`config.mk`:
```
export PLATFORM = sky130hd
export DESIGN_NAME = pcie_cfg_space
export DESIGN_NICKNAME = d
export VERILOG_FILES = /design/src/rtl/pcie_cfg_pkg.sv /design/src/rtl/pcie_cfg_func.sv /design/src/rtl/pcie_cfg_space.sv
export SDC_FILE = /design/constraint.sdc
export NUM_CORES = 1
export LEC_CHECK = 0
export CORE_MARGIN = 4
export CORE_UTILIZATION = 46
export CTS_CLUSTER_DIAMETER = 30
export DETAILED_ROUTE_END_ITERATION = 12
export SYNTH_ARGS = -nofsm -noshare
export SYNTH_HDL_FRONTEND = slang
export SYNTH_HIERARCHICAL = 1
export SYNTH_SLANG_ARGS = --single-unit
```
`constraint.sdc`:
```
create_clock -name clk -period 3.5 [get_ports clk]
set_clock_uncertainty 0.05 [all_clocks]
set_input_delay 0.7 -clock clk [delete_from_list [all_inputs] [get_ports clk]]
set_output_delay 0.7 -clock clk [all_outputs]
set_load 0.05 [all_outputs]
```
`src/rtl/pcie_cfg_pkg.sv`:
```
// Shared definitions for the PCIe configuration space block: APB FSM
// states, configuration register offsets, command/status bit positions
// and a byte-lane merge helper.
package pcie_cfg_pkg;

  typedef enum logic [1:0] {
    IDLE   = 2'd0,
    SETUP  = 2'd1,
    WAIT   = 2'd2,
    ACCESS = 2'd3
  } apb_state_t;

  // Type-0 header offsets (byte addresses, dword aligned)
  localparam logic [11:0] OFF_ID      = 12'h000;
  localparam logic [11:0] OFF_CMD_STS = 12'h004;
  localparam logic [11:0] OFF_CLASS   = 12'h008;
  localparam logic [11:0] OFF_HDR     = 12'h00C;
  localparam logic [11:0] OFF_BAR0    = 12'h010;
  localparam logic [11:0] OFF_SUBSYS  = 12'h02C;
  localparam logic [11:0] OFF_EXP_ROM = 12'h030;
  localparam logic [11:0] OFF_INT     = 12'h03C;
  localparam logic [11:0] OFF_SCRATCH = 12'h040;
  localparam logic [11:0] OFF_MAX     = 12'h040;

  localparam int unsigned MAX_BAR = 6;

  // Command register bit positions
  localparam int unsigned CMD_IO_EN      = 0;
  localparam int unsigned CMD_MEM_EN     = 1;
  localparam int unsigned CMD_BUS_MASTER = 2;
  localparam int unsigned CMD_INTX_DIS   = 10;

  // Status register bit position (within the 16-bit status half)
  localparam int unsigned STS_ERR = 11;

  // Replace the bytes of old_val selected by strb with those of wdata
  function automatic logic [31:0] merge_bytes(input logic [31:0] old_val,
                                              input logic [31:0] wdata,
                                              input logic [3:0]  strb);
    logic [31:0] r;
    r = old_val;
    for (int unsigned k = 0; k < 4; k++) begin
      if (strb[k]) r[8*k +: 8] = wdata[8*k +: 8];
    end
    return r;
  endfunction

endpackage

```
`src/rtl/pcie_cfg_func.sv`:
```
// One PCIe function's configuration registers: command/status with the
// RW1C error flag, size-masked memory BARs and the writable header fields.
module pcie_cfg_func #(
  parameter int unsigned NUM_FUNC          = 2,
  parameter int unsigned NUM_BAR           = 2,
  parameter int unsigned BAR_APERTURE_LOG2 = 12,
  parameter logic [15:0] VENDOR_ID         = 16'h144D,
  parameter logic [15:0] DEVICE_ID         = 16'hA800,
  parameter logic [23:0] CLASS_CODE        = 24'h010802,
  parameter logic [7:0]  REV_ID            = 8'h01
) (
  input  logic        clk,
  input  logic        rst_n,
  input  logic        wr_en,
  input  logic [11:0] offset,
  input  logic [31:0] wdata,
  input  logic [3:0]  strb,
  input  logic        err_event,
  output logic [31:0] rd_data,
  output logic        mem_en,
  output logic        bus_master
);
  import pcie_cfg_pkg::*;

  localparam logic [7:0]  HEADER_TYPE = (NUM_FUNC > 1) ? 8'h80 : 8'h00;
  localparam logic [31:0] BAR_MASK    = ~((32'd1 << BAR_APERTURE_LOG2) - 32'd1);

  logic [2:0]  cmd_q;
  logic        intx_dis_q;
  logic        sts_err_q;
  logic [7:0]  cls_q;
  logic [7:0]  lat_q;
  logic [31:0] bar_q [MAX_BAR];
  logic [31:0] subsys_q;
  logic [31:0] rom_q;
  logic [31:0] int_q;
  logic [31:0] scratch_q;
  logic        w1c_err;

  assign w1c_err    = wr_en && (offset == OFF_CMD_STS) && strb[3] && wdata[16 + STS_ERR];
  assign mem_en     = cmd_q[CMD_MEM_EN];
  assign bus_master = cmd_q[CMD_BUS_MASTER];

  // Register writes; the error flag is set by err_event, which beats a clear
  always_ff @(posedge clk) begin
    if (!rst_n) begin
      cmd_q      <= '0;
      intx_dis_q <= 1'b0;
      sts_err_q  <= 1'b0;
      cls_q      <= '0;
      lat_q      <= '0;
      subsys_q   <= '0;
      rom_q      <= '0;
      int_q      <= '0;
      scratch_q  <= '0;
      for (int unsigned n = 0; n < MAX_BAR; n++) bar_q[n] <= '0;
    end else begin
      sts_err_q <= err_event | (sts_err_q & ~w1c_err);
      if (wr_en) begin
        case (offset)
          OFF_CMD_STS: begin
            if (strb[0]) cmd_q <= wdata[CMD_BUS_MASTER:CMD_IO_EN];
            if (strb[1]) intx_dis_q <= wdata[CMD_INTX_DIS];
          end
          OFF_HDR: begin
            if (strb[0]) cls_q <= wdata[7:0];
            if (strb[1]) lat_q <= wdata[15:8];
          end
          OFF_SUBSYS:  subsys_q  <= merge_bytes(subsys_q, wdata, strb);
          OFF_EXP_ROM: rom_q     <= merge_bytes(rom_q, wdata, strb);
          OFF_INT:     int_q     <= merge_bytes(int_q, wdata, strb);
          OFF_SCRATCH: scratch_q <= merge_bytes(scratch_q, wdata, strb);
          default: ;
        endcase
        for (int unsigned n = 0; n < MAX_BAR; n++) begin
          if ((n < NUM_BAR) && (offset == OFF_BAR0 + 12'(4 * n)))
            bar_q[n] <= merge_bytes(bar_q[n], wdata, strb) & BAR_MASK;
        end
      end
    end
  end

  // Read decode for this function; unimplemented offsets return zero
  always_comb begin
    rd_data = '0;
    case (offset)
      OFF_ID:      rd_data = {DEVICE_ID, VENDOR_ID};
      OFF_CMD_STS: begin
        rd_data[CMD_BUS_MASTER:CMD_IO_EN] = cmd_q;
        rd_data[CMD_INTX_DIS]             = intx_dis_q;
        rd_data[16 + STS_ERR]             = sts_err_q;
      end
      OFF_CLASS:   rd_data = {CLASS_CODE, REV_ID};
      OFF_HDR:     rd_data = {8'h00, HEADER_TYPE, lat_q, cls_q};
      OFF_SUBSYS:  rd_data = subsys_q;
      OFF_EXP_ROM: rd_data = rom_q;
      OFF_INT:     rd_data = int_q;
      OFF_SCRATCH: rd_data = scratch_q;
      default: ;
    endcase
    for (int unsigned n = 0; n < MAX_BAR; n++) begin
      if ((n < NUM_BAR) && (offset == OFF_BAR0 + 12'(4 * n))) rd_data = bar_q[n];
    end
  end

endmodule

```
`src/rtl/pcie_cfg_space.sv`:
```
// APB-attached PCIe configuration space: APB FSM with configurable wait
// states, address decode and error check, and the cross-function read mux.
module pcie_cfg_space #(
  parameter int unsigned NUM_FUNC          = 2,
  parameter int unsigned NUM_BAR           = 2,
  parameter int unsigned BAR_APERTURE_LOG2 = 12,
  parameter int unsigned WAIT_STATES       = 1,
  parameter logic [15:0] VENDOR_ID         = 16'h144D,
  parameter logic [15:0] DEVICE_ID         = 16'hA800,
  parameter logic [23:0] CLASS_CODE        = 24'h010802,
  parameter logic [7:0]  REV_ID            = 8'h01
) (
  input  logic                clk,
  input  logic                rst_n,
  input  logic                psel_i,
  input  logic                penable_i,
  input  logic                pwrite_i,
  input  logic [14:0]         paddr_i,
  input  logic [31:0]         pwdata_i,
  input  logic [3:0]          pstrb_i,
  output logic                pready_o,
  output logic [31:0]         prdata_o,
  output logic                pslverr_o,
  input  logic [NUM_FUNC-1:0] func_err_i,
  output logic [NUM_FUNC-1:0] mem_en_o,
  output logic [NUM_FUNC-1:0] bus_master_o
);
  import pcie_cfg_pkg::*;

  localparam logic [1:0] WS = 2'(WAIT_STATES);

  apb_state_t  state;
  logic [1:0]  wait_cnt;
  logic [2:0]  fn_q;
  logic [11:0] off_q;
  logic [31:0] wdata_q;
  logic [3:0]  strb_q;
  logic        write_q;
  logic        acc_err;
  logic [31:0] rd_sel;
  logic [31:0] func_rd [NUM_FUNC];
  logic [NUM_FUNC-1:0] wr_en;

  assign acc_err = (32'(fn_q) >= NUM_FUNC) || (off_q > OFF_MAX) || (off_q[1:0] != 2'b00);

  // Select the addressed function's read word
  always_comb begin
    rd_sel = '0;
    for (int unsigned f = 0; f < NUM_FUNC; f++) begin
      if (32'(fn_q) == f) rd_sel = func_rd[f];
    end
  end

  // APB FSM; bus fields are captured on entry to SETUP and the response
  // is registered on entry to ACCESS so it is valid for that whole cycle
  always_ff @(posedge clk) begin
    if (!rst_n) begin
      state     <= IDLE;
      wait_cnt  <= '0;
      fn_q      <= '0;
      off_q     <= '0;
      wdata_q   <= '0;
      strb_q    <= '0;
      write_q   <= 1'b0;
      pready_o  <= 1'b0;
      pslverr_o <= 1'b0;
      prdata_o  <= '0;
    end else begin
      pready_o  <= 1'b0;
      pslverr_o <= 1'b0;
      prdata_o  <= '0;
      case (state)
        IDLE: begin
          if (psel_i && !penable_i) begin
            state   <= SETUP;
            fn_q    <= paddr_i[14:12];
            off_q   <= paddr_i[11:0];
            wdata_q <= pwdata_i;
            strb_q  <= pstrb_i;
            write_q <= pwrite_i;
          end
        end
        SETUP: begin
          if (WAIT_STATES > 0) begin
            state    <= WAIT;
            wait_cnt <= 2'd1;
          end else begin
            state     <= ACCESS;
            pready_o  <= 1'b1;
            pslverr_o <= acc_err;
            prdata_o  <= (!write_q && !acc_err) ? rd_sel : '0;
          end
        end
        WAIT: begin
          if (wait_cnt == WS) begin
            state     <= ACCESS;
            pready_o  <= 1'b1;
            pslverr_o <= acc_err;
            prdata_o  <= (!write_q && !acc_err) ? rd_sel : '0;
          end else begin
            wait_cnt <= wait_cnt + 2'd1;
          end
        end
        ACCESS: state <= IDLE;
        default: state <= IDLE;
      endcase
    end
  end

  // One register bank per function; writes land on the ACCESS cycle
  for (genvar f = 0; f < NUM_FUNC; f++) begin : g_func
    assign wr_en[f] = (state == ACCESS) && write_q && !acc_err && (fn_q == 3'(f));

    pcie_cfg_func #(
      .NUM_FUNC          (NUM_FUNC),
      .NUM_BAR           (NUM_BAR),
      .BAR_APERTURE_LOG2 (BAR_APERTURE_LOG2),
      .VENDOR_ID         (VENDOR_ID),
      .DEVICE_ID         (DEVICE_ID),
      .CLASS_CODE        (CLASS_CODE),
      .REV_ID            (REV_ID)
    ) u_func (
      .clk        (clk),
      .rst_n      (rst_n),
      .wr_en      (wr_en[f]),
      .offset     (off_q),
      .wdata      (wdata_q),
      .strb       (strb_q),
      .err_event  (func_err_i[f]),
      .rd_data    (func_rd[f]),
      .mem_en     (mem_en_o[f]),
      .bus_master (bus_master_o[f])
    );
  end

endmodule

```
* Word level (Yosys, flattened, before mapping)
Memory sizes are Yosys's and may differ from the RTL's.
Index checks and enable logic that the tools add are counted.
** Cells by class
- $add $sub $neg :: 1
- Magnitude comparators :: 2
- Equal/unequal tests :: 17
- Multiplexer cells :: 91
- Bitwise gates (word level) :: 10
- Reduce and logical (&&, ||, !) cells :: 68
** Operator list (number)
- 2-to-1 mux 8 bit :: 48
- case mux 16 bit (7 select lines) :: 2
- 2-to-1 mux 32 bit :: 6
- AND reduction 3 bit :: 41
- case mux 7 bit (7 select lines) :: 2
- 2-to-1 mux 20 bit :: 4
- case mux 3 bit (8 select lines) :: 2
- case mux 4 bit (5 select lines) :: 2
- == test 12 x 6 -> 1 bit (second input constant) :: 3
- == test 12 x 4 -> 1 bit (second input constant) :: 2
- == test 12 x 5 -> 1 bit (second input constant) :: 2
- 2-to-1 mux 1 bit :: 16
- case mux 1 bit (7 select lines) :: 2
- == test 12 x 3 -> 1 bit (second input constant) :: 1
- == test 12 x 7 -> 1 bit (second input constant) :: 1
- greater-than comparator 12 x 7 -> 1 bit (second input constant) :: 1
- logical AND 1 bit :: 12
- zero test 12 bit :: 1
- case mux 1 bit (6 select lines) :: 2
- case mux 2 bit (4 select lines) :: 1
- AND reduction 2 bit :: 4
- 2-to-1 mux 2 bit :: 3
- != test 2 bit (second input constant) :: 3
- bitwise OR 1 bit :: 6
- 14 further kinds :: 22
** Word-level totals
- Register bits after elaboration :: 388
- Memory bits (writable) :: 240
- Output and inout bits :: 38
- Memories :: 2
** Memory list
- g_func[0].u_func.bar_q :: words 6, bits a word 20, read ports 2, clocked after memory_dff 0, wr ports 6, line pcie_cfg_func.sv:33 : logic [31:0] bar_q [MAX_BAR];
- g_func[1].u_func.bar_q :: words 6, bits a word 20, read ports 2, clocked after memory_dff 0, wr ports 6, line pcie_cfg_func.sv:33

* Logic depth before layout (Yosys ltp)
Gate-level depths: netlist of the first run.
- Depth in word-level cells :: 12
- Mapped depth :: 10
- Depth with buffers taken out :: 8

* By module
Netlist of the first run, hierarchy kept.
** By module, submodules not included
- pcie_cfg_func (g_func[1].u_func) :: times used 1, cells each 955, area each 8784.7 µm²
- pcie_cfg_func (g_func[0].u_func) :: times used 1, cells each 961, area each 8675.8 µm²
- pcie_cfg_space :: times used 1, cells each 375, area each 3669.8 µm²

* Least setup slack after synthesis of the first run
No wires, ideal clock.
- Path kind :: register -> register
- From :: register off_q[2]
- To :: memory g_func[0].u_func/bar_q[0][10] (netlist name), enable pin
- Library setup time :: 0.384 ns
- Arrival :: 2.361 ns
- Setup slack :: 0.705 ns
- Cell stages (with the launch flop) :: 7
- Buffers on the path :: 1
- Period minus slack after synthesis :: 2.795 ns
- Cell sequence :: dfxtp_1 > o41ai_4 > and4_1 > and4b_1 > clkbuf_1 > nand2_1 > o21ai_0
** RTL lines
- from (decl) :: line pcie_cfg_space.sv:35 : logic [11:0] off_q;
- from (signal assigned) :: line pcie_cfg_space.sv:77 : off_q <= paddr_i[11:0];
- to (decl) :: line pcie_cfg_func.sv:33

* Final worst setup path of the first run
- From :: register off_q[4]
- To :: register g_func[1].u_func.scratch_q[19]
** Between the ends
- Longest elaborated chain between the ends :: 7
- Elaborated cells on any way between the ends :: 8
- Those cells by class :: order compare (1); eq/ne (1); reduce/logical (6)
** RTL lines
- greater-than comparator 12 x 7 -> 1 bit :: line pcie_cfg_space.sv:44 : assign acc_err = (32'(fn_q) >= NUM_FUNC) || (off_q > OFF_MAX) || (off_q[1:0] != 2'b00);
- logical OR 1 bit (2 in series) :: line pcie_cfg_space.sv:44
- zero test 1 bit :: line pcie_cfg_space.sv:112 : assign wr_en[f] = (state == ACCESS) && write_q && !acc_err && (fn_q == 3'(f));
- logical AND 1 bit (2 in series) :: line pcie_cfg_space.sv:112
- AND reduction 3 bit (no line) (*)
- to (signal assigned) :: line pcie_cfg_func.sv:72 : OFF_SCRATCH: scratch_q <= merge_bytes(scratch_q, wdata, strb);
- to (decl) :: line pcie_cfg_func.sv:37 : logic [31:0] scratch_q;
Every way passes the cells marked *; elsewhere a longest branch is shown, timed or not.
A chain may end at the register's enable or synchronous reset.

==> results of run 1 <==
-- routing by layer --
| layer | routed length [um] | global-route usage [%] | share of wire, % |
|---|---|---|---|
| met2 | 31500 | 43.4 | 47 |
| met3 | 4920 | 5.69 | 7.3 |
| met5 | 0 | 0 | 0 |
| met1 | 29100 | 35.6 | 43 |
| met4 | 2120 | 8.70 | 3.1 |
-- state kept, by name, indices dropped and copies added (netlist names) --
name	count
wait_cnt	2
g_func.u_func/cls_q	16
fn_q	3
prdata_o	32
g_func.u_func/cmd_q	6
write_q	1
g_func.u_func/subsys_q	64
state	2
strb_q	4
wdata_q	32
g_func.u_func/lat_q	16
pslverr_o	1
g_func.u_func/int_q	64
g_func.u_func/rom_q	64
g_func.u_func/bar_q	80
g_func.u_func/scratch_q	64
g_func.u_func/sts_err_q	2
off_q	12
g_func.u_func/intx_dis_q	2
pready_o	1
-- synthesized netlist by cell type (26+ instances only) --
| library cell | instances | area, um2 |
|---|---|---|
| mux2i_1 | 150 | 1500 |
| and2_1 | 76 | 475 |
| edfxtp_1 | 80 | 2400 |
| a21oi_1 | 51 | 255 |
| a22oi_1 | 38 | 285 |
| clkbuf_1 | 108 | 405 |
| nor2b_1 | 99 | 619 |
| nor2_1 | 59 | 221 |
| o21ai_1 | 26 | 130 |
| nor3_2 | 36 | 360 |
| dfxtp_1 | 388 | 7770 |
| nor3_1 | 27 | 135 |
| nand2_1 | 373 | 1400 |
| nand3_1 | 171 | 856 |
| buf_2 | 43 | 215 |
| o21ai_0 | 177 | 886 |
| a21boi_0 | 107 | 803 |
-- per-stage QoR --
| stage | power (mW) | utilization (%) | std cells |
|---|---|---|---|
| 6_report | 19.0 | 59.0 | 3102 |
| 5_1_grt | 19.6 | 59.0 | 3102 |
| 4_1_cts | 19.1 | 59.0 | 3102 |
| 3_5_place_dp | 8.08 | 50.0 | 2890 |
| 3_3_place_gp | 8.05 | 50.0 | 2890 |
| 2_1_floorplan | 7.19 | - | 2291 |
-- critical path: cells and delay by family, from the launching register on --
| kind | cells | cell delay, ns |
|---|---|---|
| simple gates | 4 | 2.18 |
| buf+inv | 1 | 0.21 |
| compound gates | 1 | 0.21 |
| flops | 1 | 0.42 |
-- layout make-up --
type	count	area, um2
clock buffer	154	3230
clock inverter	58	817
fill	3897	18600
inverter	10	37.5
multi-input combinational	1641	10200
sequential	468	10200
tap	600	751
timing repair buffer	171	1590
-- power breakdown --
group | internal (mW) | switching, mW
Clock | 7.77 | 3.19
Sequential | 5.61 | 0.293
Combinational | 0.711 | 1.41
-- kinds of logic (layout without fill, tap and decap cells) --
| logic type | after synthesis | in the layout | share of synthesized area [%] |
|---|---|---|---|
| AOI/OAI and AO/OA | 532 | 532 | 16.5 |
| and+or+nand+nor | 939 | 939 | 23.4 |
| DFF | 468 | 468 | 48.1 |
| muxes | 164 | 164 | 7.85 |
| adders and majority gates | 6 | 6 | 0.355 |
| buffers and inverters | 182 | 393 | 3.80 |
-- final timing paths --
| path | start | end |
|---|---|---|
| max | off_q[4] | g_func[1].u_func/scratch_q[19] |
| max reg2reg | off_q[4] | g_func[1].u_func/scratch_q[19] |
| min | g_func[1].u_func/scratch_q[31] | g_func[1].u_func/scratch_q[31] |
| min reg2reg | g_func[1].u_func/scratch_q[31] | g_func[1].u_func/scratch_q[31] |
==> summary.txt, run 1 <==
Outcome
  • Status: finished, final reports clean

Final layout
  • Synthesis-to-layout area growth: 26.6%
  • Commonest non-fill, non-tap cells in the layout: 385 x dfxtp_1, 373 x nand2_1, 177 x o21ai_0
  • Post-route cell area: 0.0268 mm2
  • Diode count: 0
  • Layout cells sized above 1: 14.2%
  • Commonest non-fill, non-tap cell in the layout: dfxtp_1
  • Final #Nets: 2,468

Place
  • Detailed placement HPWL: 45.6 mm
  • Cell Area, Placed: 0.0227 mm2
  • Pre-CTS setup slack: 0.423 ns
  • Input/output buffers: 95
  • GPL Wtd Cong: 0.886

Worst setup path
  • FF-to-FF setup slack: 0.32 ns
  • Crit Path Class: flip-flop to flip-flop
  • Worst path required time: 4.00 ns
  • Worst Path Arrival: 3.68 ns
  • Worst setup EP type: flip-flop
  • Critical path fanouts, max: 31
  • CP Launch Type: flip-flop
  • FF-to-FF path depth: 6
  • Crit-path cells: buf_12 > nor2_1 > nand4_1 > nor2_1 > nand2_1 > a21boi_0
  • Crit path top cell by count: nor2_1
  • Slowest CP cell: nand4_1
  • CP peak stage delay: 0.71 ns

Detailed routing
  • Drt pass-1 iters: 6
  • Initial DRC count: 1,677
  • Final WL: 67.6 mm
  • DRC viols: 0
  • ANT nets after route: 0
  • Vias/cell: 5.78
  • Vias: 17,900
  • Routed wire per std cell: 21.8 um

Clocking
  • CTS sink cnt: 468
  • # resized after CTS: 0
  • Setup bufs post-CTS: 0
  • Hold_buf cts: 0
  • Clk_lat worst skew: 0.64 ns
  • Clock buffer depth: 3
  • Num CTS Buffers: 112
  • CTS clock-pin slew for the worst setup and hold paths: 0.05 ns
  • Root buf cell: clkbuf_16
  • H-tree depth: 3
  • CTS tree: yes

Flow run
  • Maxcap violations: 0

Floorplanning
  • Row Count: 78
  • Die area: 0.0494 mm2
  • Top Ports: 96
  • Die Span X: 222 um
  • Initial Util: 46.6%
  • Die Ht: 222 um
  • CORE AREA: 0.0454 mm2

Timing
  • RSZ-0062 raised after global routing: no
  • Final Hold Fails: 0
  • Endpoints failing setup: 0
  • Fin crit period: 3.18 ns
  • Worst Tran Pin Value: 0.862 ns
  • Final Max Tran Viols: 0
  • Fmax: 0.315 GHz
  • Fin worst setup slack: 0.321 ns
  • Setup_tns: 0 ns
  • Fin crit share: 90.8%
  • Worst hold slack: 0.396 ns
  • Slew HR: 42.3%

Global route
  • Overflow after GRT: 0
  • Overall routing resource usage: 26.7%
  • Antenna violations before repair: 0
  • Largest net degree at the start of global routing: 165
  • First-pass GRT wire length: 104 mm
  • Vias in the first global route: 17,700

Hold path
  • Type of the worst min-delay path: flip-flop to flip-flop
  • Hold Crit Depth: 2

Yosys
  • Post-Syn Nets: 2,355
  • Seq/Total Area, Yosys: 48.1%
  • Flops & latches, synth: 468
  • Top FF cell, synth: dfxtp_1
  • Post-Synthesis Cells: 2,291
  • EDFF count, synth: 80
  • Avg Synthesized Cell Area: 9.22 um2
  • Mapped Area: 0.0211 mm2
  • Synth cell types: 75
  • Synthesis Warnings: 6
  • Fraction of registers with async set/reset: 0%

Pwr
  • Peak supply drop: 599 uV
  • Leak pwr: 9.02 nW
  • Pwr Density: 710 mW/mm2
Note: power is estimated with default switching activity, not from simulation.
==> run 2, diff against run 1 <==
Settings changed: SKIP_LAST_GASP set to 1, SYNTH_HIERARCHICAL 1 to unset.
==> run 2 against run 1 <==
Total power fell by 6.3%. Die area shrank 3.8%. Wire length increased by 8.0%. Combinational power shrank 17%. Via count rose by 6.4%. Non-clock buffer count rose by 23. Synthesized cell count increased by 6.3%. Critical endpoint is now prdata_o[23]. Highest routed layer unchanged.
==> summary.txt, run 2 <==
Floorplanning
  • Initial Util: 46.8% (+0.23 points)
  • Row Count: 76 (-2.6%)
  • Die Span X: 218 um (-1.9%)
  • Top Ports: 96 (unchanged)
  • CORE AREA: 0.0434 mm2 (-4.4%)
  • Die Ht: 218 um (-1.9%)
  • Die area: 0.0475 mm2 (-3.8%)

Pwr
  • Psw: 4.69 mW (-4.2%)
  • P_int: 13.1 mW (-7.0%)
  • Leak pwr: 8.53 nW (-5.5%)
  • Peak supply drop: 513 uV (-14%)
  • Clock power frac: 57.0% (-0.7 points)
  • Pwr Density: 691 mW/mm2 (-2.6%)
  • Overall Power: 17.8 mW (-6.3%)
  • Switching share of power: 26.3% (+0.56 points)
  • Sequential share of power: 33.0% (+1.9 points)
  • Logic gate share of total power: 9.9% (-1.3 points)

Detailed routing
  • Drt pass-1 iters: 6 (unchanged)
  • Routed wire per std cell: 22.8 um (+4.6%)
  • ANT nets after route: 0 (unchanged)
  • DRC viols: 0 (unchanged)
  • Vias/cell: 5.96 (+3.1%)
  • Vias: 19,100 (+6.4%)
  • Final WL: 73.0 mm (+8.0%)
  • Initial DRC count: 2,332 (+39%)

Yosys
  • Mapped Area: 0.0203 mm2 (-4.0%)
  • Post-Synth Simple-Gate Area: 18.0% (-5.4 points)
  • Avg Synthesized Cell Area: 8.33 um2 (-9.7%)
  • Yosys top cell by area: dfxtp_1
  • Synthesis Warnings: 0 (-6)
  • Synth top area share: 38.3% (+1.5 points)
  • Post-Syn Nets: 2,499 (+6.1%)
  • Top FF cell, synth: dfxtp_1
  • Mux cell area share after synthesis: 4.16% (-3.7 points)
  • Most frequent cell after synthesis: nand2_1
  • Seq/Total Area, Yosys: 50.1% (+2.0 points)
  • Xor/xnor cell area share of the yosys netlist: 0% (unchanged)
  • Main combinational cell family by area after synthesis: compound AO/OA/AOI/OAI gates
  • Fraction of registers with async set/reset: 0% (unchanged)
  • Top cells by count, synth: 549 x nand2_1, 392 x a21oi_1, 388 x dfxtp_1
  • Synth Area in Adders: 0.370% (+0.015 points)
  • Compound-cell area share of the yosys netlist: 23.2% (+6.7 points)
  • EDFF count, synth: 80 (unchanged)
  • Synth cell types: 67 (-11%)
  • Synth area leaders: dfxtp_1 38%, edfxtp_1 12%, nand2_1 10%
  • Post-Synthesis Cells: 2,435 (+6.3%)
  • Flops & latches, synth: 468 (unchanged)

Worst setup path
  • Worst setup EP type: flip-flop
  • Worst R2R Start: off_q[7]
  • Crit-path cells: or4_1 > nor2_2 > nand2_1 > a211oi_1 > a221oi_1 > a211oi_1
  • Worst Path Arrival: 3.55 ns (-0.13 ns)
  • Crit Path Class: flip-flop to flip-flop
  • Slowest CP cell: or4_1
  • Worst path required time: 3.94 ns (-0.06 ns)
  • FF-to-FF setup slack: 0.39 ns (+0.07 ns)
  • CP Launch Type: flip-flop
  • CP top delay family: simple AND/OR/NAND/NOR gates
  • Worst Path Buf+Inv: 0 (-1)
  • Critical path fanouts, max: 8 (-74%)
  • FF-to-FF path depth: 6 (unchanged)
  • CP peak stage delay: 0.74 ns (+0.03 ns)
  • Crit path top cell by count: a211oi_1
  • Reg2reg end: prdata_o[23]

Place
  • Inst Count DP: 3,010 (+4.2%)
  • GPL Wtd Cong: 0.872 (-1.5%)
  • Pre-CTS setup slack: 0.453 ns (+0.0299 ns)
  • Cell Area, Placed: 0.0221 mm2 (-2.8%)
  • Detailed placement HPWL: 47.2 mm (+3.5%)
  • Input/output buffers: 95 (unchanged)

Global route
  • Overall routing resource usage: 30.0% (+3.3 points)
  • First-pass GRT wire length: 111 mm (+6.7%)
  • Largest net degree at the start of global routing: 82 (-50%)
  • Vias in the first global route: 18,700 (+5.8%)
  • Overflow after GRT: 0 (unchanged)
  • Antenna violations before repair: 0 (unchanged)

Final layout
  • Post-layout util: 59.4% (+0.44 points)
  • Diode count: 0 (unchanged)
  • Final cell count without fillers: 3,202 (+3.2%)
  • Top reg by flops: g_func.u_func.bar_q
  • Max reg flops: 80 (unchanged)
  • Multi-input logic area: 0.00931 mm2 (-8.3%)
  • Synthesis-to-layout area growth: 26.9%
  • Commonest non-fill, non-tap cell in the layout: nand2_1
  • Reg area: 0.0102 mm2 (about the same)
  • Fillers: 3,852 (-1.2%)
  • Layout cells sized above 1: 13.4% (-0.82 points)
  • Post-route cell area: 0.0258 mm2 (-3.7%)
  • Commonest non-fill, non-tap cells in the layout: 549 x nand2_1, 392 x a21oi_1, 386 x dfxtp_1
  • Final #Nets: 2,596 (+5.2%)

Clocking
  • Root buf cell: clkbuf_16
  • Num CTS Buffers: 105 (-6.3%)
  • CTS clock-pin slew for the worst setup and hold paths: 0.05 ns (about the same)
  • Clk_lat worst skew: 0.64 ns (about the same)
  • # resized after CTS: 0 (unchanged)
  • H-tree depth: 3 (unchanged)
  • CTS tree: yes
  • Clock buffer depth: 3 (unchanged)
  • Hold_buf cts: 0 (unchanged)
  • CTS sink cnt: 468 (unchanged)
  • Setup bufs post-CTS: 0 (unchanged)

Timing
  • Fmax: 0.321 GHz (+2.1%)
  • Fin crit share: 88.9% (-1.9 points)
  • Final Hold Fails: 0 (unchanged)
  • Worst hold slack: 0.400 ns (+0.00426 ns)
  • Fin crit period: 3.11 ns (-0.0658 ns)
  • RSZ-0062 raised after global routing: no
  • Final Max Tran Viols: 0 (unchanged)
  • Endpoints failing setup: 0 (unchanged)
  • Fin worst setup slack: 0.387 ns (+0.0658 ns)
  • Setup_tns: 0 ns (unchanged)
  • Worst Tran Pin Value: 1.02 ns (+0.160 ns)
  • Slew HR: 31.2% (-11 points)

Hold path
  • Worst hold start: g_func[1].u_func.scratch_q[18]
  • Min-Delay Endpoint: g_func[1].u_func.scratch_q[18]
  • Type of the worst min-delay path: flip-flop to flip-flop
  • Hold Crit Depth: 2 (unchanged)

Flow run
  • Maxcap violations: 0 (unchanged)

Outcome
  • Status: finished, final reports clean
[run 2: cell count changes after synthesis, moves of 25 or more]
| cell | change |
|---|---|
| buf_2 | -34 |
| a21oi_1 | +341 |
| o21ai_1 | -25 |
| o21ai_0 | +83 |
| a21boi_0 | -107 |
| nor2_1 | +44 |
| mux2i_1 | -95 |
| nand2_1 | +176 |
| nor3_2 | -32 |
| nor2b_1 | -96 |
| clkbuf_1 | +75 |
| nand3_1 | -143 |
[run 2: cell families after synthesis]
kind of cell | Yosys count
adders and majority gates | 6
DFF | 468
AOI/OAI and AO/OA | 826
buffers and inverters | 218
and+or+nand+nor | 836
muxes | 81
[run 2: worst min-delay path: stages, from the launching register on]
cell and delay, ns:
dfxtp_1 0.30, nand2_1 0.05, a21oi_1 0.05
[run 2: worst max path at each step]
stage,to,startpoint,cells past startpoint
after floorplan,g_func[0].u_func.bar_q[1][10],off_q[7],6
after global placement,prdata_o[9],rst_n,6
after detailed placement,prdata_o[23],off_q[7],6
after CTS,prdata_o[23],off_q[7],6
after global routing,prdata_o[23],off_q[7],6
final,prdata_o[23],off_q[7],6
[run 2: cell type report]
cell class              instances  share of cell area [%]
flip-flops and latches        468                    39.5
repair buffers                194                    6.97
inverters                      14                   0.233
well taps                     585                    2.84
clock buffers                 128                    11.0
clock inverters                64                    3.26
multi-input cells            1749                    36.2
[run 2: power by group through the flow]
stage / combinational (mW) / clock (mW) / sequential [mW]
detailed placement: 1.72 / 0 / 5.97
CTS: 1.73 / 10.2 / 5.87
global placement: 1.71 / 0 / 5.97
finish: 1.77 / 10.2 / 5.88
global route: 1.89 / 10.6 / 5.89
floorplan: 1.11 / 0 / 5.78
[run 2: routing by layer]
layer | vias to the layer above | routed length, um | global-route usage (%)
li1 | 8780 | - | -
met1 | 9116 | 28800 | 38.4
met2 | 994 | 34600 | 48.7
met3 | 200 | 6730 | 6.77
met4 | 0 | 2930 | 13.1
met5 | - | 0 | 0
==> run 3, diff against run 2 <==
Settings changed: CAP_MARGIN set to 30, PLACE_DENSITY_LB_ADDON set to 0.12.
==> run 3 against run 2 <==
Design area shrank 0.54%. Sequential share of layout area rose by 0.21 points. Utilization decreased by 0.32 points. Largest power group unchanged. Cell count about the same. Combinational power barely moved. Clock power shrank 5%. Die area is the same. Highest routed layer is now met5. Register-to-register slack about the same. Clock-buffer cell count up 2. Global-route usage is essentially flat.
==> summary.txt, run 3 (synthesis results as in run 2) <==
Timing
  • Fmax: 0.320 GHz (-0.46%)
  • RSZ-0062 raised after global routing: no
  • Worst Tran Pin Value: 0.963 ns (-0.0586 ns)
  • Final Max Tran Viols: 0 (unchanged)
  • Setup_tns: 0 ns (unchanged)
  • Final Hold Fails: 0 (unchanged)
  • Endpoints failing setup: 0 (unchanged)
  • Slew HR: 35.7% (+4.5 points)
  • Fin crit period: 3.13 ns (+0.0143 ns)
  • Fin crit share: 89.3% (+0.41 points)

Clocking
  • H-tree depth: 3 (unchanged)
  • Hold_buf cts: 0 (unchanged)
  • CTS clock-pin slew for the worst setup and hold paths: 0.05 ns (about the same)
  • Setup bufs post-CTS: 0 (unchanged)
  • Clock buffer depth: 3 (unchanged)
  • # resized after CTS: 0 (unchanged)
  • Num CTS Buffers: 103 (-1.9%)
  • CTS sink cnt: 468 (unchanged)
  • Clk_lat worst skew: 0.63 ns (about the same)
  • Root buf cell: clkbuf_16
  • CTS tree: yes

Final layout
  • Layout cells sized above 1: 13.4% (-0.043 points)
  • Synthesis-to-layout area growth: 26.3%
  • Diode count: 0 (unchanged)
  • Top reg by flops: g_func.u_func.bar_q
  • Max reg flops: 80 (unchanged)
  • Commonest non-fill, non-tap cell in the layout: nand2_1
  • Final #Nets: 2,597 (+0.039%)
  • Commonest non-fill, non-tap cells in the layout: 549 x nand2_1, 392 x a21oi_1, 386 x dfxtp_1
  • Fillers: 3,869 (+0.44%)

Place
  • Detailed placement HPWL: 47.1 mm (-0.33%)
  • Input/output buffers: 95 (unchanged)
  • GPL Wtd Cong: 0.894 (+2.4%)

Worst setup path
  • Worst Path Arrival: 3.55 ns (about the same)
  • CP top delay family: simple AND/OR/NAND/NOR gates
  • Crit-path cells: or4_1 > or2_1 > or3_1 > nor2_2 > nand2_1 > a311oi_1
  • Slowest CP cell: or4_1
  • Worst setup EP type: flip-flop
  • Worst Path Buf+Inv: 0 (unchanged)
  • Crit Path Class: flip-flop to flip-flop
  • Worst path required time: 3.93 ns (about the same)
  • CP peak stage delay: 0.73 ns (about the same)
  • Critical path fanouts, max: 9 (+1)
  • CP Launch Type: flip-flop

Floorplanning
  • Die area: 0.0475 mm2 (unchanged)
  • Die Ht: 218 um (unchanged)
  • CORE AREA: 0.0434 mm2 (unchanged)
  • Initial Util: 46.8% (unchanged)
  • Top Ports: 96 (unchanged)
  • Row Count: 76 (unchanged)
  • Die Span X: 218 um (unchanged)

Pwr
  • Overall Power: 17.3 mW (-2.7%)
  • Peak supply drop: 457 uV (-11%)
  • Pwr Density: 676 mW/mm2 (-2.2%)
  • Leak pwr: 8.44 nW (-0.97%)

Detailed routing
  • Vias/cell: 5.96 (about the same)
  • ANT nets after route: 0 (unchanged)
  • DRC viols: 0 (unchanged)
  • Final WL: 72.0 mm (-1.4%)
  • Vias: 19,100 (+0.063%)
  • Routed wire per std cell: 22.5 um (-1.4%)
  • Drt pass-1 iters: 6 (unchanged)
  • Initial DRC count: 2,005 (-14%)

Global route
  • Vias in the first global route: 18,900 (+1.1%)
  • Antenna violations before repair: 2 (+2)
  • Largest net degree at the start of global routing: 108 (+32%)
  • Overflow after GRT: 0 (unchanged)
  • Overall routing resource usage: 29.9% (-0.042 points)
  • First-pass GRT wire length: 111 mm (-0.27%)

Hold path
  • Type of the worst min-delay path: flip-flop to flip-flop

Outcome
  • Status: finished, final reports clean

Flow run
  • Maxcap violations: 0 (unchanged)
run 3: cell count changes in the layout (fill, tap and decap cells not counted), moves of 2 or more:
cell,previous run,this run
clkinv_2,17,13
buf_4,91,95
inv_6,7,9
bufinv_16,16,11
clkbuf_1,11,13
inv_16,2,0
clkinvlp_4,12,18
run 3: power breakdown:
group / leakage, nW / internal, mW / switching (mW)
clock network: 1.68 / 6.56 / 3.14
registers: 3.96 / 5.61 / 0.278
logic: 2.80 / 0.545 / 1.19
total: 8.44 / 12.7 / 4.61
run 3: cell type report:
class	instances	area [um2]	share of cell area (%)
Tap cell	585	732	2.86
Clock inverter	60	683	2.67
Sequential cell	468	10200	39.7
Inverter	14	60.1	0.234
Clock buffer	130	2850	11.1
Timing Repair Buffer	197	1800	7.04
Multi-Input combinational cell	1749	9310	36.4
run 3: worst paths after layout:
path              slack [ns]                              to                      startpoint  depth (start not counted)
hold / removal          0.40  g_func[0].u_func.scratch_q[18]  g_func[0].u_func.scratch_q[18]                          2
setup reg to reg        0.37                    prdata_o[30]                        off_q[7]                          6
hold reg to reg         0.40  g_func[0].u_func.scratch_q[18]  g_func[0].u_func.scratch_q[18]                          2
setup / recovery        0.37                    prdata_o[30]                        off_q[7]                          6
run 3: per-stage QoR:
step                util (%)  cell area [um2]  instances  setup WS (ns)  hold WS (ns)
finish                  59.1            25600       3203          0.373         0.399
global route            59.1            25600       3203          0.208         0.418
CTS                     59.1            25600       3203          0.366         0.400
detailed placement      50.9            22100       3013          0.361         0.393
global placement        50.9            22100       3013          0.383         0.385
floorplan                  -            20300       2435          0.805         0.379
run 3: layer usage:
layer	vias up	share of wire (%)	global-route usage, %	routed length, um
met2	987	47	48.1	33600
li1	8782	-	-	-
met5	-	0.037	0	27
met4	4	4.2	14.6	3050
met3	191	9.5	6.42	6810
met1	9138	40	38.4	28500
run 3: tightest hold or removal path, stage by stage (launching register included):
cell and delay, ns:
dfxtp_1 0.30, nand2_1 0.05, a21oi_1 0.05
==> edit 1 (config.mk and constraints of run 1) <==
Register the output `pslverr_o` once more, cleared by the reset; this adds one clock of latency there. The other outputs are not delayed to match.
--- a/src/rtl/pcie_cfg_space.sv
+++ b/src/rtl/pcie_cfg_space.sv
@@ -28,6 +28,8 @@
   import pcie_cfg_pkg::*;
 
   localparam logic [1:0] WS = 2'(WAIT_STATES);
+
+  logic pslverr_s0;
 
   apb_state_t  state;
   logic [1:0]  wait_cnt;
@@ -63,11 +65,11 @@
       strb_q    <= '0;
       write_q   <= 1'b0;
       pready_o  <= 1'b0;
-      pslverr_o <= 1'b0;
+      pslverr_s0 <= 1'b0;
       prdata_o  <= '0;
     end else begin
       pready_o  <= 1'b0;
-      pslverr_o <= 1'b0;
+      pslverr_s0 <= 1'b0;
       prdata_o  <= '0;
       case (state)
         IDLE: begin
@@ -87,7 +89,7 @@
           end else begin
             state     <= ACCESS;
             pready_o  <= 1'b1;
-            pslverr_o <= acc_err;
+            pslverr_s0 <= acc_err;
             prdata_o  <= (!write_q && !acc_err) ? rd_sel : '0;
           end
         end
@@ -95,7 +97,7 @@
           if (wait_cnt == WS) begin
             state     <= ACCESS;
             pready_o  <= 1'b1;
-            pslverr_o <= acc_err;
+            pslverr_s0 <= acc_err;
             prdata_o  <= (!write_q && !acc_err) ? rd_sel : '0;
           end else begin
             wait_cnt <= wait_cnt + 2'd1;
@@ -133,5 +135,13 @@
     );
   end
 
+  always_ff @(posedge clk) begin
+    if (!rst_n) begin
+      pslverr_o <= '0;
+    end else begin
+      pslverr_o <= pslverr_s0;
+    end
+  end
+
 endmodule
 
Formal check against the unedited RTL: not equivalent (a bounded check fails within 4 cycles, from zero or initial values and one cycle with rst_n low).
==> edit 1 against run 1 <==
  * Routed wire length is 0.23% higher
  * Worst setup slack better by 0.13 ns
  * Area after synthesis is 0.17% higher
  * Sequential cell count is 1 higher
  * Clock power is 9% lower
  * Final area is 1.0% lower
  * First-iteration DRC count is 4.5% higher
  * Global-route usage is 0.090 points higher
  * Sequential power hardly changed
  * Total power is 5.2% lower
  * Largest power group unchanged
  * Non-clock buffer count is 10 higher
==> edit 1: results (changes against run 1) <==
[grt]
grt_pass1_vias = 17800  ; was 17.7k
grt_start_max_net_pins = 157  ; was 165
grt_usage_pct = 26.8  ; was 26.7%
grt_pass1_wl_mm = 104  ; about the same

[timing]
relSlewSlack_pct = 21.5  ; was 42.3%
timing.hold.ws_ns = 0.402  ; was 0.396 ns
timing.final.ws_setup_ns = 0.454  ; was 0.321 ns

[yosys]
synth.yosys.seq_area_share_pct = 48.1  ; about the same
synth_area_leaders = dfxtp_1 37%, edfxtp_1 11%, mux2i_1 7.1%  ; unchanged
synth_common_cells = 389 x dfxtp_1, 373 x nand2_1, 177 x o21ai_0, 171 x nand3_1, 150 x mux2i_1  ; was 388 x dfxtp_1, 373 x nand2_1, 177 x o21ai_0, 171 x nand3_1, 150 x mux2i_1
syn_inst = 2293  ; was 2291
synth_nets = 2357  ; was 2355
ys_types = 76  ; was 75

[setup_path]
startpoint = off_q[4]$_SDFFE_PN0P_  ; unchanged
cp.arrival_ns = 3.48  ; was 3.68 ns
reg2regPathDepth = 7  ; was 6
crit_path_end = g_func[0].u_func/subsys_q[7]$_SDFFE_PN0P_  ; was g_func[1].u_func/scratch_q[19]$_SDFFE_PN0P_
reg2reg_slack_ns = 0.45  ; was 0.32 ns
crit_fanout = 20  ; was 31

[hold_path]
min_to = state[0]$_SDFFE_PN0P_  ; was g_func[1].u_func/scratch_q[31]$_SDFFE_PN0P_
min_from = rst_n  ; was g_func[1].u_func/scratch_q[31]$_SDFFE_PN0P_
holdCritPathClass = in -> reg  ; was reg -> reg

[power_and_ir_drop]
p_leak_nw = 8.92  ; was 9.02 nW
peakVddDrop_mv = 0.479  ; was 0.599 mV
clkPwrFrac_pct = 55.3  ; was 57.7%
power.internal_w = 0.0131  ; was 0.0141 W
power_frac_seq_pct = 32.8  ; was 31.1%

[run_status]
status = finished, final reports clean  ; unchanged

[layout]
final_cells = 3105  ; was 3102
n_fill_cell = 3964  ; was 3897
final_layout_size_suffix_gt1_share_pct = 14.4  ; was 14.2%
nets = 2476  ; was 2468
syn2layout_area_growth_pct = 25.2  ; was 26.6%

[clock_network]
numCtsBuffers = 108  ; was 112
h-tree-depth = 3  ; unchanged

[place]
gp_congestion = 0.876  ; was 0.886
dpl.hpwl_mm = 46.1  ; was 45.6 mm
placed_area_um2 = 22800  ; was 22700 um2
post-place-ws_ns = 0.545  ; was 0.423 ns

[detailed_routing]
drt-initial-drc-count = 1753  ; was 1677
wl_mm = 67.8  ; was 67.6 mm

==> edit 1: cell count changes in the layout (fill, tap and decap cells not counted), moves of 4 or more <==
cell	run 1	this run
buf_4	71	83
bufinv_16	19	9
clkbuf_1	21	14
clkbuf_16	117	113
clkbuf_8	16	11
inv_6	3	11
nor3_2	36	32
==> edit 1: kinds of logic after synthesis <==
family	count (synthesis)	share of synthesized area [%]
compound gates	532	16.5
fa+ha+maj	6	0.355
buf+inv	182	3.79
flops	469	48.1
mux	164	7.84
simple gates	940	23.4
==> edit 1: routing by layer <==
metal / part of all wire [%] / vias up / GRT usage (%)
li1: - / 8447 / -
met1: 43 / 8658 / 35.7
met2: 46 / 709 / 42.9
met3: 7.0 / 161 / 5.58
met4: 3.6 / 0 / 10.3
met5: 0 / - / 0
==> edit 1: area by class of cell <==
class,count,area share [%]
clock buffer,138,11.4
tap,600,2.83
inverter,10,0.142
timing repair buffer,181,6.19
clock inverter,65,2.47
multi-input combinational,1642,38.4
sequential,469,38.5
==> edit 2 (settings of run 1) <==
Without the edit above. The package constant `MAX_BAR` goes from 6 to 12.
--- a/src/rtl/pcie_cfg_pkg.sv
+++ b/src/rtl/pcie_cfg_pkg.sv
@@ -22,7 +22,7 @@
   localparam logic [11:0] OFF_SCRATCH = 12'h040;
   localparam logic [11:0] OFF_MAX     = 12'h040;
 
-  localparam int unsigned MAX_BAR = 6;
+  localparam int unsigned MAX_BAR = 12;
 
   // Command register bit positions
   localparam int unsigned CMD_IO_EN      = 0;
Behaviour: same outputs for any inputs over 4 cycles, from zero or initial values and one cycle with rst_n low; that may be too few to reach the edited logic, so the function may still have changed.
==> edit 2 against run 1 <==
  * Final area rose by 3.9%
  * Total power fell by 1.4%
  * Critical path depth did not move
  * Core utilization fell by 0.73 points
  * Worst setup slack got worse by 0.013 ns
  * Die area rose by 4.8%
  * Area after synthesis rose by 5.0%
  * Sequential cell count did not move
  * Non-clock buffer count rose by 20
  * Routed wire length rose by 8.3%
  * First-iteration DRC count rose by 10%
  * Global-route usage rose by 1.3 points
  * Largest power group unchanged
  * Highest routed layer is now met5
==> edit 2: results (changes against run 1) <==
[grt]
grt_usage_pct = 28.0  ; was 26.7%
grt_start_max_net_pins = 249  ; was 165
antenna_found_initial = 1  ; was 0
gr-usage-met3_pct = 6.38  ; was 5.69%
met2_usage_pct = 44.4  ; was 43.4%
grt_pass1_wl_mm = 113  ; was 104 mm
grtUsageMet1_pct = 37.7  ; was 35.6%

[place]
placed_area_um2 = 23900  ; was 22700 um2
dpl.hpwl_mm = 49.9  ; was 45.6 mm
portBuffers = 95  ; unchanged
gp_congestion = 0.929  ; was 0.886

[clock_network]
numCtsBuffers = 109  ; was 112
cts-root-buf = clkbuf_16  ; unchanged
h-tree-depth = 3  ; unchanged
insertion_delay_ns = 0.65
cts.clk_slew.worst_paths_ns = 0.05  ; about the same
clock_path_buffers = 3  ; unchanged

[yosys]
async_reset_ff_share_pct = 0  ; unchanged
synth_common_cells = 476 x nand2_1, 388 x dfxtp_1, 215 x mux2i_1, 170 x nand3_1, 131 x clkbuf_1  ; was 388 x dfxtp_1, 373 x nand2_1, 177 x o21ai_0, 171 x nand3_1, 150 x mux2i_1
synth_nets = 2436  ; was 2355
synth.yosys.seq_area_share_pct = 45.8  ; was 48.1%
synth_area_leaders = dfxtp_1 35%, edfxtp_1 11%, mux2i_1 9.7%  ; was dfxtp_1 37%, edfxtp_1 11%, mux2i_1 7.1%
ys.flop_type = dfxtp_1  ; unchanged
ys_types = 80  ; was 75

[timing]
max_slew.worst_pin.slew_ns = 1.20  ; was 0.862 ns

[layout]
n_fill_cell = 4081  ; was 3897
final_layout_size_suffix_gt1_share_pct = 16.4  ; was 14.2%
largest_reg_flops = 80  ; unchanged
nets = 2548  ; was 2468
top_register = g_func.u_func/bar_q  ; unchanged

[setup_path]
cp.arrival_ns = 3.70  ; was 3.68 ns
cp_slowest_cell = nor2_2  ; was nand4_1
crit_path_max_incr_delay_ns = 0.59  ; was 0.71 ns
reg2reg_slack_ns = 0.31
crit_fanout = 30  ; was 31

[run_status]
status = finished, final reports clean  ; unchanged

[detailed_routing]
wl_mm = 73.2  ; was 67.6 mm
drt-initial-drc-count = 1847  ; was 1677
first_pass_iters = 5  ; was 6
vias = 19000  ; was 17.9k

[power_and_ir_drop]
peakVddDrop_mv = 0.397  ; was 0.599 mV
p_leak_nw = 9.45  ; was 9.02 nW

edit 2: cell types whose count changed after synthesis, moves of 21 or more:
| cell | run 1 | this run |
|---|---|---|
| nand2_1 | 373 | 476 |
| nor2b_1 | 99 | 8 |
| o21ai_0 | 177 | 99 |
| mux2i_1 | 150 | 215 |
| a21boi_1 | 10 | 69 |
| nor2_1 | 59 | 24 |
| a21oi_1 | 51 | 23 |
| mux2_2 | 14 | 42 |
| o21ai_1 | 26 | 0 |
| clkbuf_1 | 108 | 131 |
| o22a_1 | 2 | 23 |
edit 2: final cells by class:
class                   instances  area [um2]  area share [%]
well taps                     615         769            2.77
flip-flops and latches        468       10200            36.6
repair buffers                191        1710            6.17
multi-input cells            1703       11200            40.3
clock inverters                55         697            2.51
inverters                      11        41.3           0.149
clock buffers                 150        3210            11.5
edit 2: worst min-delay path: stages (launching register included):
cell,delay [ns]
dfxtp_1,0.30
nand2_1,0.05
mux2i_1,0.05
edit 2: where the power goes:
part           switching (W)  total (W)  internal (W)
clock network        0.00328     0.0106       0.00727
registers           0.000304    0.00591       0.00561
logic                0.00153    0.00227      0.000742
total                0.00511     0.0187        0.0136
edit 2: path summary, 6_finish.rpt:
kind | start | to | depth (start not counted)
setup / recovery | off_q[4]$_SDFFE_PN0P_ | g_func[1].u_func/subsys_q[20]$_SDFFE_PN0P_ | 6
hold reg to reg | g_func[0].u_func/int_q[1]$_SDFFE_PN0P_ | g_func[0].u_func/int_q[1]$_SDFFE_PN0P_ | 2
hold / removal | g_func[0].u_func/int_q[1]$_SDFFE_PN0P_ | g_func[0].u_func/int_q[1]$_SDFFE_PN0P_ | 2
setup reg to reg | off_q[4]$_SDFFE_PN0P_ | g_func[1].u_func/subsys_q[20]$_SDFFE_PN0P_ | 6
edit 2: logic make-up after synthesis:
logic type                 after synthesis  share of synthesized area [%]
adders and majority gates                6                          0.338
and+or+nand+nor                        951                           22.5
buffers and inverters                  201                           3.78
DFF                                    468                           45.8
AOI/OAI and AO/OA                      489                           15.8
muxes                                  257                           11.8
edit 2: per-stage QoR:
step,cells,hold slack (ns),setup slack [ns]
floorplan,2372,0.380,0.512
detailed placement,2988,0.395,0.366
global placement,2988,0.389,0.492
finish,3193,0.403,0.309
global route,3193,0.416,0.195
CTS,3193,0.405,0.355
edit 2: layer usage:
metal / share of wire [%] / routed length, um / vias up
met3: 7.7 / 5660 / 170
met4: 3.3 / 2450 / 2
li1: - / - / 8778
met5: 0.018 / 13 / -
met2: 46 / 33900 / 799
met1: 43 / 31200 / 9201
